**config.mk**
```make
export PLATFORM = sky130hd
export DESIGN_NAME = morse_rx_decoder_flat
export DESIGN_NICKNAME = d
export VERILOG_FILES = /design/src/rtl/morse_rx_if.sv /design/src/rtl/morse_rx_decoder.sv /design/src/flat_wrapper.sv
export SDC_FILE = /design/constraint.sdc
export NUM_CORES = 1
export LEC_CHECK = 0
export ABC_AREA = 1
export CORE_ASPECT_RATIO = 0.6
export CORE_MARGIN = 4
export CORE_UTILIZATION = 26
export DETAILED_ROUTE_END_ITERATION = 12
export MAX_ROUTING_LAYER = met4
export PLACE_DENSITY = 0.44
export SKIP_LAST_GASP = 1
export SLEW_MARGIN = 10
export SYNTH_ARGS = -nofsm -noshare
export SYNTH_HDL_FRONTEND = slang
export SYNTH_SLANG_ARGS = --single-unit
export TNS_END_PERCENT = 100
```
**constraint.sdc**
```tcl
create_clock -name clock -period 2 [get_ports clock]
set_input_delay 0.4 -clock clock [delete_from_list [all_inputs] [get_ports clock]]
set_output_delay 0.4 -clock clock [all_outputs]
set_load 0.05 [all_outputs]
```
**src/rtl/morse_rx_if.sv**
```systemverilog
// Decoded-letter output bundle of the Morse receiver: decoder drives it as master,
// display/LED logic consumes it as slave.
interface morse_rx_if;
    logic       letter_valid;
    logic [4:0] letter_code;
    logic [3:0] sym_bits;
    logic [2:0] sym_len;
    logic       sym_err;
    logic       word_space;

    modport master (output letter_valid, letter_code, sym_bits, sym_len, sym_err, word_space);
    modport slave  (input  letter_valid, letter_code, sym_bits, sym_len, sym_err, word_space);
endinterface

```
**src/rtl/morse_rx_decoder.sv**
```systemverilog
// Morse receiver: synchronizes a keyed line, times marks/spaces in units, decodes A-Z.
// Optional input debounce enabled with `define MORSE_RX_DEBOUNCE_EN.
module morse_rx_decoder #(
    parameter int UNIT_CYCLES = 25000000,
    parameter int CNT_W       = 25,
    parameter int DEB_CYCLES  = 500000
) (
    input  logic       clock,
    input  logic       reset,
    input  logic       key_in,
    morse_rx_if.master rx
);
    typedef enum logic [1:0] {S_IDLE, S_MARK, S_SPACE} state_t;

    if (UNIT_CYCLES < 2 || DEB_CYCLES < 1 || (UNIT_CYCLES - 1) >= (2 ** CNT_W)) begin : g_param_chk
        $error("morse_rx_decoder: bad UNIT_CYCLES/CNT_W/DEB_CYCLES");
    end

    logic       k_meta, k_sync, key_live, key_raw, key_s, key_d;
    logic [1:0] vld_pipe;

    // The line reads as low until it has been seen low once after reset, so a key
    // still held across reset release produces neither a rise nor a stray symbol.
    always_ff @(posedge clock or negedge reset) begin
        if (!reset) begin
            k_meta   <= 1'b0;
            k_sync   <= 1'b0;
            vld_pipe <= '0;
            key_live <= 1'b0;
        end else begin
            k_meta   <= key_in;
            k_sync   <= k_meta;
            vld_pipe <= {vld_pipe[0], 1'b1};
            if (vld_pipe[1] && !k_sync) key_live <= 1'b1;
        end
    end
    assign key_raw = k_sync & key_live;

`ifdef MORSE_RX_DEBOUNCE_EN
    localparam int DW = $clog2(DEB_CYCLES + 1);
    logic [DW-1:0] deb_cnt;

    always_ff @(posedge clock or negedge reset) begin
        if (!reset) begin
            key_s   <= 1'b0;
            deb_cnt <= '0;
        end else if (key_raw == key_s) begin
            deb_cnt <= '0;
        end else if (deb_cnt == DW'(DEB_CYCLES - 1)) begin
            key_s   <= key_raw;
            deb_cnt <= '0;
        end else begin
            deb_cnt <= deb_cnt + 1'b1;
        end
    end
`else
    assign key_s = key_raw;
`endif

    logic rise, fall, edge_s, tick;
    logic [CNT_W-1:0] p;
    logic [2:0] u;

    assign rise   = key_s & ~key_d;
    assign fall   = ~key_s & key_d;
    assign edge_s = rise | fall;
    assign tick   = (p == CNT_W'(UNIT_CYCLES - 1));

    function automatic logic [4:0] lookup(input logic [2:0] len, input logic [3:0] bits);
        logic [4:0] c;
        c = 5'd31;
        case (len)
            3'd1: c = bits[0] ? 5'd19 : 5'd4;
            3'd2: case (bits[1:0])
                2'b00: c = 5'd8;  2'b01: c = 5'd0;  2'b10: c = 5'd13; default: c = 5'd12;
            endcase
            3'd3: case (bits[2:0])
                3'b000: c = 5'd18; 3'b001: c = 5'd20; 3'b010: c = 5'd17; 3'b011: c = 5'd22;
                3'b100: c = 5'd3;  3'b101: c = 5'd10; 3'b110: c = 5'd6;  default: c = 5'd14;
            endcase
            3'd4: case (bits)
                4'b0000: c = 5'd7;  4'b0001: c = 5'd21; 4'b0010: c = 5'd5;  4'b0100: c = 5'd11;
                4'b0110: c = 5'd15; 4'b0111: c = 5'd9;  4'b1000: c = 5'd1;  4'b1001: c = 5'd23;
                4'b1010: c = 5'd2;  4'b1011: c = 5'd24; 4'b1100: c = 5'd25; 4'b1101: c = 5'd16;
                default: c = 5'd31;
            endcase
            default: c = 5'd31;
        endcase
        return c;
    endfunction

    state_t     state, state_n;
    logic [3:0] acc_bits, acc_bits_n;
    logic [2:0] acc_len, acc_len_n;
    logic       ovf, ovf_n, armed, armed_n, lv_n, ws_n, complete;
    logic [4:0] code_n;

    always_ff @(posedge clock or negedge reset) begin
        if (!reset) state <= S_IDLE;
        else        state <= state_n;
    end

    always_comb begin
        state_n    = state;
        acc_bits_n = acc_bits;
        acc_len_n  = acc_len;
        ovf_n      = ovf;
        armed_n    = armed;
        lv_n       = 1'b0;
        ws_n       = 1'b0;
        complete   = 1'b0;
        case (state)
            S_IDLE: begin
                if (rise) begin
                    state_n = S_MARK;
                end else if (armed && tick && u == 3'd6) begin
                    ws_n    = 1'b1;
                    armed_n = 1'b0;
                end
            end
            S_MARK: begin
                if (fall) begin
                    if (acc_len < 3'd4) begin
                        acc_bits_n = {acc_bits[2:0], (u >= 3'd2)};
                        acc_len_n  = acc_len + 3'd1;
                    end else begin
                        ovf_n = 1'b1;
                    end
                    state_n = S_SPACE;
                end
            end
            S_SPACE: begin
                if (tick && u == 3'd2) begin
                    complete   = 1'b1;
                    lv_n       = 1'b1;
                    acc_bits_n = '0;
                    acc_len_n  = '0;
                    ovf_n      = 1'b0;
                    armed_n    = 1'b1;
                    state_n    = rise ? S_MARK : S_IDLE;
                end else if (rise) begin
                    state_n = S_MARK;
                end
            end
            default: state_n = S_IDLE;
        endcase
    end

    // Overflowed letters always report the unrecognised code.
    assign code_n = ovf ? 5'd31 : lookup(acc_len, acc_bits);

    always_ff @(posedge clock or negedge reset) begin
        if (!reset) begin
            key_d           <= 1'b0;
            p               <= '0;
            u               <= '0;
            acc_bits        <= '0;
            acc_len         <= '0;
            ovf             <= 1'b0;
            armed           <= 1'b0;
            rx.letter_valid <= 1'b0;
            rx.word_space   <= 1'b0;
            rx.letter_code  <= '0;
            rx.sym_bits     <= '0;
            rx.sym_len      <= '0;
            rx.sym_err      <= 1'b0;
        end else begin
            key_d    <= key_s;
            acc_bits <= acc_bits_n;
            acc_len  <= acc_len_n;
            ovf      <= ovf_n;
            armed    <= armed_n;
            p        <= (edge_s || tick) ? '0 : p + 1'b1;
            if (edge_s)                u <= '0;
            else if (complete)         u <= 3'd3;
            else if (tick && u != 3'd7) u <= u + 3'd1;
            rx.letter_valid <= lv_n;
            rx.word_space   <= ws_n;
            if (lv_n) begin
                rx.letter_code <= code_n;
                rx.sym_bits    <= acc_bits;
                rx.sym_len     <= acc_len;
                rx.sym_err     <= (code_n == 5'd31);
            end
        end
    end
endmodule
```
**src/flat_wrapper.sv**
```systemverilog
// flat-port wrapper written by rule: the top's interface ports become plain ports
module morse_rx_decoder_flat 
#(
    parameter int UNIT_CYCLES = 25000000,
    parameter int CNT_W       = 25,
    parameter int DEB_CYCLES  = 500000
)
  (clock, reset, key_in, rx_letter_valid, rx_letter_code, rx_sym_bits, rx_sym_len, rx_sym_err, rx_word_space);
  morse_rx_if rx_i ();
  input  logic clock;
  input  logic reset;
  input  logic key_in;
  output wire logic [$bits(rx_i.letter_valid)-1:0] rx_letter_valid;
  output wire logic [$bits(rx_i.letter_code)-1:0] rx_letter_code;
  output wire logic [$bits(rx_i.sym_bits)-1:0] rx_sym_bits;
  output wire logic [$bits(rx_i.sym_len)-1:0] rx_sym_len;
  output wire logic [$bits(rx_i.sym_err)-1:0] rx_sym_err;
  output wire logic [$bits(rx_i.word_space)-1:0] rx_word_space;
  assign rx_letter_valid = rx_i.letter_valid;
  assign rx_letter_code = rx_i.letter_code;
  assign rx_sym_bits = rx_i.sym_bits;
  assign rx_sym_len = rx_i.sym_len;
  assign rx_sym_err = rx_i.sym_err;
  assign rx_word_space = rx_i.word_space;
  morse_rx_decoder #(.UNIT_CYCLES(UNIT_CYCLES), .CNT_W(CNT_W), .DEB_CYCLES(DEB_CYCLES)) u_core (.clock(clock), .reset(reset), .key_in(key_in), .rx(rx_i));
endmodule
```
==> metrics.txt <==
WL/cell 13.7 um; area of the multi-input gates 1800 um2; final wirelength 9440 um; # setup viols final 0; Power per Cell Area 829 nW/um2; clock-pin slew on the worst setup and hold paths 0.06 ns; Mapped Cells 475; worst vdd ir 0.000294 V; post-CTS setup buffers 0; share of layout cells above drive strength 1 13.4%; initial antenna violation count 0; Detail Route met2 WL 3220 um; global route overflow 0; Synth cell types 35; startpoint types flop; post-synthesis sequential area ratio 42.1%; Die H 98.7 um; leading cell type in the layout, fill and taps excluded nand2_1; fin nets 536; Root Driver clkbuf_16; fin. max-slew vios 0; critical setup path kind reg -> out; CP top delay family buffers and inverters; DIE WIDTH 159 um; DRC viols 0; Area Growth Syn to Fin 22.7%; Met3 Wirelength 585 um; initial DRC count 230; clock latency on the worst-skew pair 0.34 ns; row cnt 32; Slew headroom 66.1%; slowest stage delay, CP 0.81 ns; FFs w/ async S/R, synth 100%; HPWL after detailed placement 7060 um; Setup TNS 0 ns; CP max FO 2; crit-path cells clkdlybuf4s50_1; Initial Utilization 27.2%; via/cell ratio 4.49; DRT Pass-1 Iters 5; final clock skew 0.00866 ns; largest net degree at the start of global routing 61; RD Place Congestion 0.883; Ant. Diodes 0; Slew @ Worst Pin 0.507 ns; I/O pins 18; Die Footprint 15700 um2; Ys Warns 0; FF-to-FF path depth 9; Final Power 3630 uW; final instance area 4380 um2; DR vias 3104; filler instances 1389; TritonCTS clock tree done; Post-Syn Area 3570 um2; Worst Path Buf+Inv 1; hold-fix buffers at CTS 0; fmax 520 MHz; final period utilization 96.1%; most frequent cells in the layout nand2_1, nor2_1, dfrtp_1; Final Non-Filler Cells 691; crit path time final 1.92 ns; Worst Path Required 1.60 ns; Port Buffers 17; Post-synth EDFFs 0; max_cap viols 0; CORE AREA 13100 um2; placed cells 675; first-pass GRT wire length 15600 um; Pleak 0.00208 uW; DRT antenna net count 0; Mapped Nets 495; vias in the first global route 2766; worst min-delay path class in -> async; RSZ-0062 raised after global routing yes; #FFs+latches synth 60; Area after DPL 4060 um2; highest metal used met4; syn_area_per_cell 7.51 um2; Fin. Hold Viols 0; clock sink total 60; Worst Setup End Kind output pin; Longest Clk Path Bufs 2; wl on met1 5530 um; total CTS buffers 9; dominant synthesized flop cell dfrtp_1; H-tree levels 3; WHS 0.0570 ns; Worst R2R Setup Slack 0.19 ns; Tot GR Track Use 13.0%; Critical R2R Launch u_core.acc_bits[0]$_DFFE_PN0P_; status finished, final reports clean; Critical Path Slowest Stage Cell clkdlybuf4s50_1; arrival time at the worst endpoint 1.52 ns; FF/Latch Area 1500 um2; reg2reg end u_core.rx.sym_err$_DFFE_PN0P_
## worst max path at each step
stage,start,endpoint,slack [ns],depth (start not counted)
detailed placement,u_core.acc_bits[0]$_DFFE_PN0P_,u_core.rx.sym_err$_DFFE_PN0P_,0.15,10
finish,u_core.rx.sym_bits[2]$_DFFE_PN0P_,rx_sym_bits[2],0.08,1
CTS,u_core.rx.sym_bits[2]$_DFFE_PN0P_,rx_sym_bits[2],0.07,1
floorplan,u_core.acc_bits[0]$_DFFE_PN0P_,u_core.rx.sym_err$_DFFE_PN0P_,0.44,12
global route,u_core.acc_bits[0]$_DFFE_PN0P_,u_core.rx.sym_err$_DFFE_PN0P_,-0.01,10
global placement,u_core.acc_bits[0]$_DFFE_PN0P_,u_core.rx.sym_err$_DFFE_PN0P_,0.11,10
## repair_timing
item,CTS,global route
resized for setup,0,4
hold endpoints to repair,0,0
setup endpoints to repair,0,14
## synthesized netlist by cell type (4+ instances only)
cell type,n,share of area (%)
a21oi_1,9,1.3
dfrtp_1,60,42
ha_1,17,6.0
inv_1,55,5.8
inv_2,4,0.42
nand2_1,126,13
nand3_1,33,4.6
nand3_2,4,1.1
nand4_1,14,2.5
nor2_1,74,7.8
nor2_2,6,1.1
nor3_1,17,2.4
o21ai_0,15,2.1
o21ai_2,7,1.7
xor2_1,6,1.5
## state kept, by name (all words and copies together) (netlist names)
| register | flops |
|---|---|
| u_core.acc_bits | 4 |
| u_core.acc_len | 3 |
| u_core.armed | 1 |
| u_core.k_meta | 1 |
| u_core.k_sync | 1 |
| u_core.key_d | 1 |
| u_core.key_live | 1 |
| u_core.ovf | 1 |
| u_core.p | 25 |
| u_core.rx.letter_code | 5 |
| u_core.rx.letter_valid | 1 |
| u_core.rx.sym_bits | 4 |
| u_core.rx.sym_err | 1 |
| u_core.rx.sym_len | 3 |
| u_core.rx.word_space | 1 |
| u_core.state | 2 |
| u_core.u | 3 |
| u_core.vld_pipe | 2 |
## cells by family (layout without fill, tap and decap cells)
family	after synthesis	in the layout	share of synthesized area (%)
other	1	1	0.105
buffers and inverters	68	114	7.78
AND/OR/NAND/NOR	286	286	36.4
adder cells (fa/ha/maj)	17	17	5.96
flip-flops	60	60	42.1
AO/OA/AOI/OAI	37	37	6.24
XOR/XNOR	6	6	1.47
## layout make-up
class	count	share of cell area [%]
sequential	60	34.3
multi-input combinational	347	41.2
clock inverter	4	1.09
tap	170	4.86
timing repair buffer	37	7.49
clock buffer	12	5.86
inverter	61	5.23
## power by group
part | leakage, uW | internal (uW) | switching (uW)
registers | 0.000804 | 1280 | 60.9
clock network | 0.000149 | 1030 | 563
logic | 0.00113 | 222 | 476
total | 0.00208 | 2530 | 1100
## routing by layer
metal  global-route usage, %  up-vias
met4                    4.00        0
met2                    14.5       82
met5                       -        -
met3                    3.47       10
met1                    21.3     1405
li1                        -     1607
## per-stage QoR
stage                     setup WS, ns  utilization [%]
after detailed placement         0.146             30.9
after floorplan                  0.441                -
after CTS                       0.0669             33.2
after global routing          -0.00996             33.3
final                           0.0773             33.3
after global placement           0.110             30.9
(Power assumes the default switching activity.)
